$ cat config.mk
export PLATFORM = sky130hd
export DESIGN_NAME = controller_poller
export DESIGN_NICKNAME = d
export VERILOG_FILES = /design/src/rtl/ctrl_pkg.sv /design/src/rtl/sync2.sv /design/src/rtl/controller_poller.sv
export SDC_FILE = /design/constraint.sdc
export NUM_CORES = 1
export LEC_CHECK = 0
export ABC_AREA = 0
export BUFFER_PORTS_ARGS = -buffer_cell sky130_fd_sc_hd__buf_2
export CORE_ASPECT_RATIO = 0.9
export CORE_UTILIZATION = 42
export DETAILED_ROUTE_END_ITERATION = 12
export SLEW_MARGIN = 20
export SYNTH_ARGS = -nofsm -noshare
export SYNTH_HDL_FRONTEND = slang
export SYNTH_HIERARCHICAL = 1
export SYNTH_SLANG_ARGS = --single-unit
$ cat constraint.sdc
create_clock -name clk -period 2.5 [get_ports clk]
set_input_delay 0.5 -clock clk [delete_from_list [all_inputs] [get_ports clk]]
set_output_delay 0.5 -clock clk [all_outputs]
set_load 0.01 [all_outputs]
$ cat src/rtl/ctrl_pkg.sv
// Shared definitions for the gamepad poller: FSM encoding and button bit positions.
package ctrl_pkg;

   typedef enum logic [2:0] {
      ST_IDLE     = 3'd0,
      ST_LATCH    = 3'd1,
      ST_PULSE_HI = 3'd2,
      ST_PULSE_LO = 3'd3,
      ST_DONE     = 3'd4
   } state_t;

   localparam int unsigned NUM_BTNS  = 8;
   localparam int unsigned BIT_IDX_W = 3;

   localparam int unsigned BTN_A      = 0;
   localparam int unsigned BTN_B      = 1;
   localparam int unsigned BTN_SELECT = 2;
   localparam int unsigned BTN_START  = 3;
   localparam int unsigned BTN_UP     = 4;
   localparam int unsigned BTN_DOWN   = 5;
   localparam int unsigned BTN_LEFT   = 6;
   localparam int unsigned BTN_RIGHT  = 7;

endpackage

$ cat src/rtl/sync2.sv
// Two-flop synchronizer for a single asynchronous input bit.
module sync2 #(
   parameter logic RST_VAL = 1'b1
) (
   input  logic clk,
   input  logic reset,
   input  logic d,
   output logic q
);

   logic meta;

   always_ff @(posedge clk or negedge reset) begin
      if (!reset) begin
         meta <= RST_VAL;
         q    <= RST_VAL;
      end else begin
         meta <= d;
         q    <= meta;
      end
   end

endmodule

$ cat src/rtl/controller_poller.sv
// Polls a serial gamepad (latch + 7 shift pulses) and presents the 8 button bits active-high.
module controller_poller
   import ctrl_pkg::*;
#(
   parameter int unsigned CLK_DIV     = 300,
   parameter int unsigned AUTO_PERIOD = 0
) (
   input  logic                clk,
   input  logic                reset,
   input  logic                poll_req,
   input  logic                pad_data,
   output logic                pad_latch,
   output logic                pad_pulse,
   output logic [NUM_BTNS-1:0] controller_data,
   output logic                data_valid,
   output logic                changed,
   output logic                busy
);

   localparam int unsigned PH_W = $clog2(2 * CLK_DIV);
   localparam int unsigned AP_W = (AUTO_PERIOD > 1) ? $clog2(AUTO_PERIOD) : 1;
   localparam logic [PH_W-1:0] LATCH_LAST = PH_W'(2 * CLK_DIV - 1);
   localparam logic [PH_W-1:0] HALF_LAST  = PH_W'(CLK_DIV - 1);

   state_t                 state, state_n;
   logic [PH_W-1:0]        phase;
   logic [BIT_IDX_W-1:0]   bit_idx;
   logic [NUM_BTNS-1:0]    shreg;
   logic                   pending;
   logic                   pad_s;
   logic                   auto_tick;
   logic                   req;
   logic                   sample;
   logic                   latch_n, pulse_n, busy_n;

   sync2 #(.RST_VAL(1'b1)) u_sync (
      .clk   (clk),
      .reset (reset),
      .d     (pad_data),
      .q     (pad_s)
   );

   // Free-running auto-poll interval counter; absent when AUTO_PERIOD is 0.
   generate
      if (AUTO_PERIOD == 0) begin : g_no_auto
         assign auto_tick = 1'b0;
      end else begin : g_auto
         logic [AP_W-1:0] auto_cnt;
         assign auto_tick = (auto_cnt == AP_W'(AUTO_PERIOD - 1));
         always_ff @(posedge clk or negedge reset) begin
            if (!reset)         auto_cnt <= '0;
            else if (auto_tick) auto_cnt <= '0;
            else                auto_cnt <= auto_cnt + AP_W'(1);
         end
      end
   endgenerate

   assign req = poll_req | auto_tick;

   always_ff @(posedge clk or negedge reset) begin
      if (!reset) state <= ST_IDLE;
      else        state <= state_n;
   end

   always_comb begin
      state_n = state;
      sample  = 1'b0;
      case (state)
         ST_IDLE:     if (req || pending) state_n = ST_LATCH;
         ST_LATCH:    if (phase == LATCH_LAST) begin
                         state_n = ST_PULSE_HI;
                         sample  = 1'b1;
                      end
         ST_PULSE_HI: if (phase == HALF_LAST) state_n = ST_PULSE_LO;
         ST_PULSE_LO: if (phase == HALF_LAST) begin
                         sample  = 1'b1;
                         state_n = (bit_idx == BIT_IDX_W'(BTN_RIGHT)) ? ST_DONE : ST_PULSE_HI;
                      end
         ST_DONE:     state_n = ST_IDLE;
         default:     state_n = ST_IDLE;
      endcase
      latch_n = (state_n == ST_LATCH);
      pulse_n = (state_n == ST_PULSE_HI);
      busy_n  = (state_n != ST_IDLE);
   end

   // Datapath: phase timer, bit index, shift register, pending flag and outputs.
   always_ff @(posedge clk or negedge reset) begin
      if (!reset) begin
         phase           <= '0;
         bit_idx         <= '0;
         shreg           <= '0;
         pending         <= 1'b0;
         pad_latch       <= 1'b0;
         pad_pulse       <= 1'b0;
         busy            <= 1'b0;
         data_valid      <= 1'b0;
         changed         <= 1'b0;
         controller_data <= '0;
      end else begin
         if (state_n != state || state == ST_IDLE) phase <= '0;
         else                                      phase <= phase + PH_W'(1);

         if (state == ST_LATCH)                            bit_idx <= BIT_IDX_W'(1);
         else if (state == ST_PULSE_LO && phase == HALF_LAST) bit_idx <= bit_idx + BIT_IDX_W'(1);

         // Pad data is active-low; bits enter at the top and walk down to their slot.
         if (sample) shreg <= {~pad_s, shreg[NUM_BTNS-1:1]};

         pending    <= (state != ST_IDLE) && (pending || req);
         pad_latch  <= latch_n;
         pad_pulse  <= pulse_n;
         busy       <= busy_n;
         data_valid <= (state == ST_DONE);
         changed    <= (state == ST_DONE) && (shreg != controller_data);
         if (state == ST_DONE) controller_data <= shreg;
      end
   end

endmodule

==> metrics <==
status=complete, no violations; vias post-DR=around 1,200; max-slew violations=0; Mapped Nets=157; n_diodes=0; CP peak stage delay=0.54 ns; R2R Path Start=phase[7]; Area growth syn-to-layout=13.6%; Avg WL per Cell=14.0 um; CP Capture Type=register; Final nets=179; CTS tree=built; syn_area_per_cell=11.9 sq um; Min-Delay Path Depth=1; Yosys reg bits=40; DP Cell Count=213; IO Count=17; worst-margin pin slew=approximately 0.86 ns; most frequent cells in the layout=dfrtp_1 (38), nor2_1 (16), buf_2 (16); Pleak=1.01 nW; RSZ-0062 raised after global routing=no; Hold Vio Cnt, Final=0; clock sinks=40; clock network latency to the later pin of the worst-skew pair=0.29 ns; reg2reg path depth=4; reg2reg end=shreg[5]; Inserted Clock Buffers=5; CTS root buf=clkbuf_8; Avg Vias per Cell=5.23; Initial Util=43.9%; DP HPWL=2210 um; PwrDens=699 mW/mm^2; Cell variety after synth=33; CP arrival=2.48 ns; 1st-iter DRT viols=71; worst hold path class=primary input to register; WL final=3090 um; vias in the first global route=1,116; startpoint types=register; die area=0.00453 sq mm; Post-Route Skew=0.00494 ns; Syn. warnings=6; Hold Crit Endpoint=u_sync/meta; Post-Layout Cell Count=221; most common cell after layout, fill and taps aside=dfrtp_1; Final min period=2.31 ns; register area share after synthesis=56.1%; DRC Markers=0; initial antenna violation count=0; FMAX=0.434 GHz; Die Width=70.8 um; first-pass GRT wire length=5350 um; Final Wtd Congestion=0.812; Buf/Inv on CP=0; Hold Buf Count CTS=0; overall power=1.42 mW; # setup viols final=0; hold slack=0.304 ns; Top Family by Delay on Critical Path=simple AND/OR/NAND/NOR gates; worst path cell trace=or3_4 -> or3_1 -> o41ai_4 -> mux2_2; DRT antenna net count=0; Slowest-stage cell, CP=o41ai_4; Setup TNS Final=0 ns; CTS clock-pin slew for the worst setup and hold paths=0.07 ns; proportion of layout cells with a drive suffix above 1=25.4%; Rel. slew slack=42.4%; maximum vdd ir drop=just under 400 uV; Cell Rows=22; drt first pass iters=7; post-CTS setup buffers=0; fin crit share=92.3%; pin count of the biggest net entering global routing=41; CTS resizes=0; die height=about 64 um; HP Start=pad_data; critical path type=register to register; gr usage total=15.8%; core footprint=between 0.004 and 0.005 sq mm; Max clock buf depth=2; Port Buffers=16; Max-cap violations=0; synthesized cell area=0.00179 sq mm; GRT Residual Overflow=0; htree depth=2; reg2reg setup slack=0.19 ns; Syn Inst Count=150; Max FO, Critical Path=8; CP required=~2.7 ns
[report_power, final]
group          switching (mW)  internal, mW  total, mW  leakage (nW)
Combinational          0.0723        0.0725      0.145         0.446
Sequential             0.0686         0.702      0.771         0.513
Clock                   0.209         0.296      0.505        0.0552
Total                   0.350          1.07       1.42          1.01
[worst register-to-register path, cell delays in order (launching register included)]
cell	delay, ns
dfrtp_1	0.42
or3_4	0.40
or3_1	0.44
o41ai_4	0.54
mux2_2	0.40
[cell type report]
cell class,instances,area (sq um)
repair buffers,18,95.1
clock inverters,2,35.0
multi-input cells,104,756
well taps,48,60.1
clock buffers,6,72.6
fillers,389,2040
flip-flops and latches,40,1000
inverters,3,11.3
[sequential cells by signal, indices dropped and copies added, names as in the netlist]
register	cells
pad_latch	1
shreg	8
bit_idx	3
changed	1
data_valid	1
pending	1
state	3
u_sync/q	1
u_sync/meta	1
controller_data	8
busy	1
phase	10
pad_pulse	1
[kinds of logic (layout without fill, tap and decap cells)]
family | Yosys count | after routing | share of synthesized area (%)
and+or+nand+nor | 55 | 55 | 15.5
DFF | 40 | 40 | 56.1
muxes | 18 | 18 | 11.1
xor gates and xnor gates | 17 | 17 | 8.32
AOI/OAI and AO/OA | 11 | 11 | 5.18
buffers and inverters | 6 | 29 | 1.68
adders and majority gates | 3 | 3 | 2.10
[stage by stage]
stage          area, sq um  util (%)  setup slack, ns
5_1_grt               2030      49.9           0.0937
6_report              2030      49.9            0.194
3_5_place_dp          1930      47.3            0.191
3_3_place_gp          1930      47.3            0.252
4_1_cts               2030      49.9            0.191
2_1_floorplan         1790         -            0.337
[how the worst max path moves through the flow]
stage / cells after the start / end / slack (ns) / startpoint
3_5_place_dp: 4 / shreg[0] / 0.19 / phase[7]
3_3_place_gp: 4 / shreg[1] / 0.25 / phase[7]
2_1_floorplan: 5 / shreg[0] / 0.34 / phase[7]
4_1_cts: 4 / shreg[0] / 0.19 / phase[7]
5_1_grt: 5 / shreg[0] / 0.09 / phase[0]
6_report: 4 / shreg[5] / 0.19 / phase[7]
[per-layer routing]
metal	GRT usage, %	share of wire [%]
met1	21.4	49
met5	0	0
met2	23.2	46
met4	8.25	1.8
met3	4.26	3.7
[synth_stat cells, drive strengths merged]
cell | n | area share [%]
dfrtp | 38 | 53
nor2 | 16 | 3.4
mux2 | 15 | 9.4
nand2 | 14 | 2.9
xor2 | 10 | 4.9
xnor2 | 7 | 3.4
nor4 | 5 | 1.7
nor3 | 4 | 1.1
and2 | 3 | 1.0
ha | 3 | 2.1
inv | 3 | 0.63
mux2i | 3 | 1.7
nand3 | 3 | 0.84
o21ai | 3 | 0.84
or3 | 3 | 1.3
a21oi | 2 | 0.56
clkbuf | 2 | 0.42
dfstp | 2 | 2.9
a2111oi | 1 | 0.49
a21boi | 1 | 0.42
a22oi | 1 | 0.42
and3b | 1 | 0.49
buf | 1 | 0.63
nand3b | 1 | 0.42
nand4 | 1 | 0.35
nand4bb | 1 | 0.63
nor2b | 1 | 0.35
nor3b | 1 | 0.42
nor4b | 1 | 0.49
o311ai | 1 | 0.49
o31ai | 1 | 0.42
o41ai | 1 | 1.5
No activity file was read; power rests on OpenSTA's default activity.
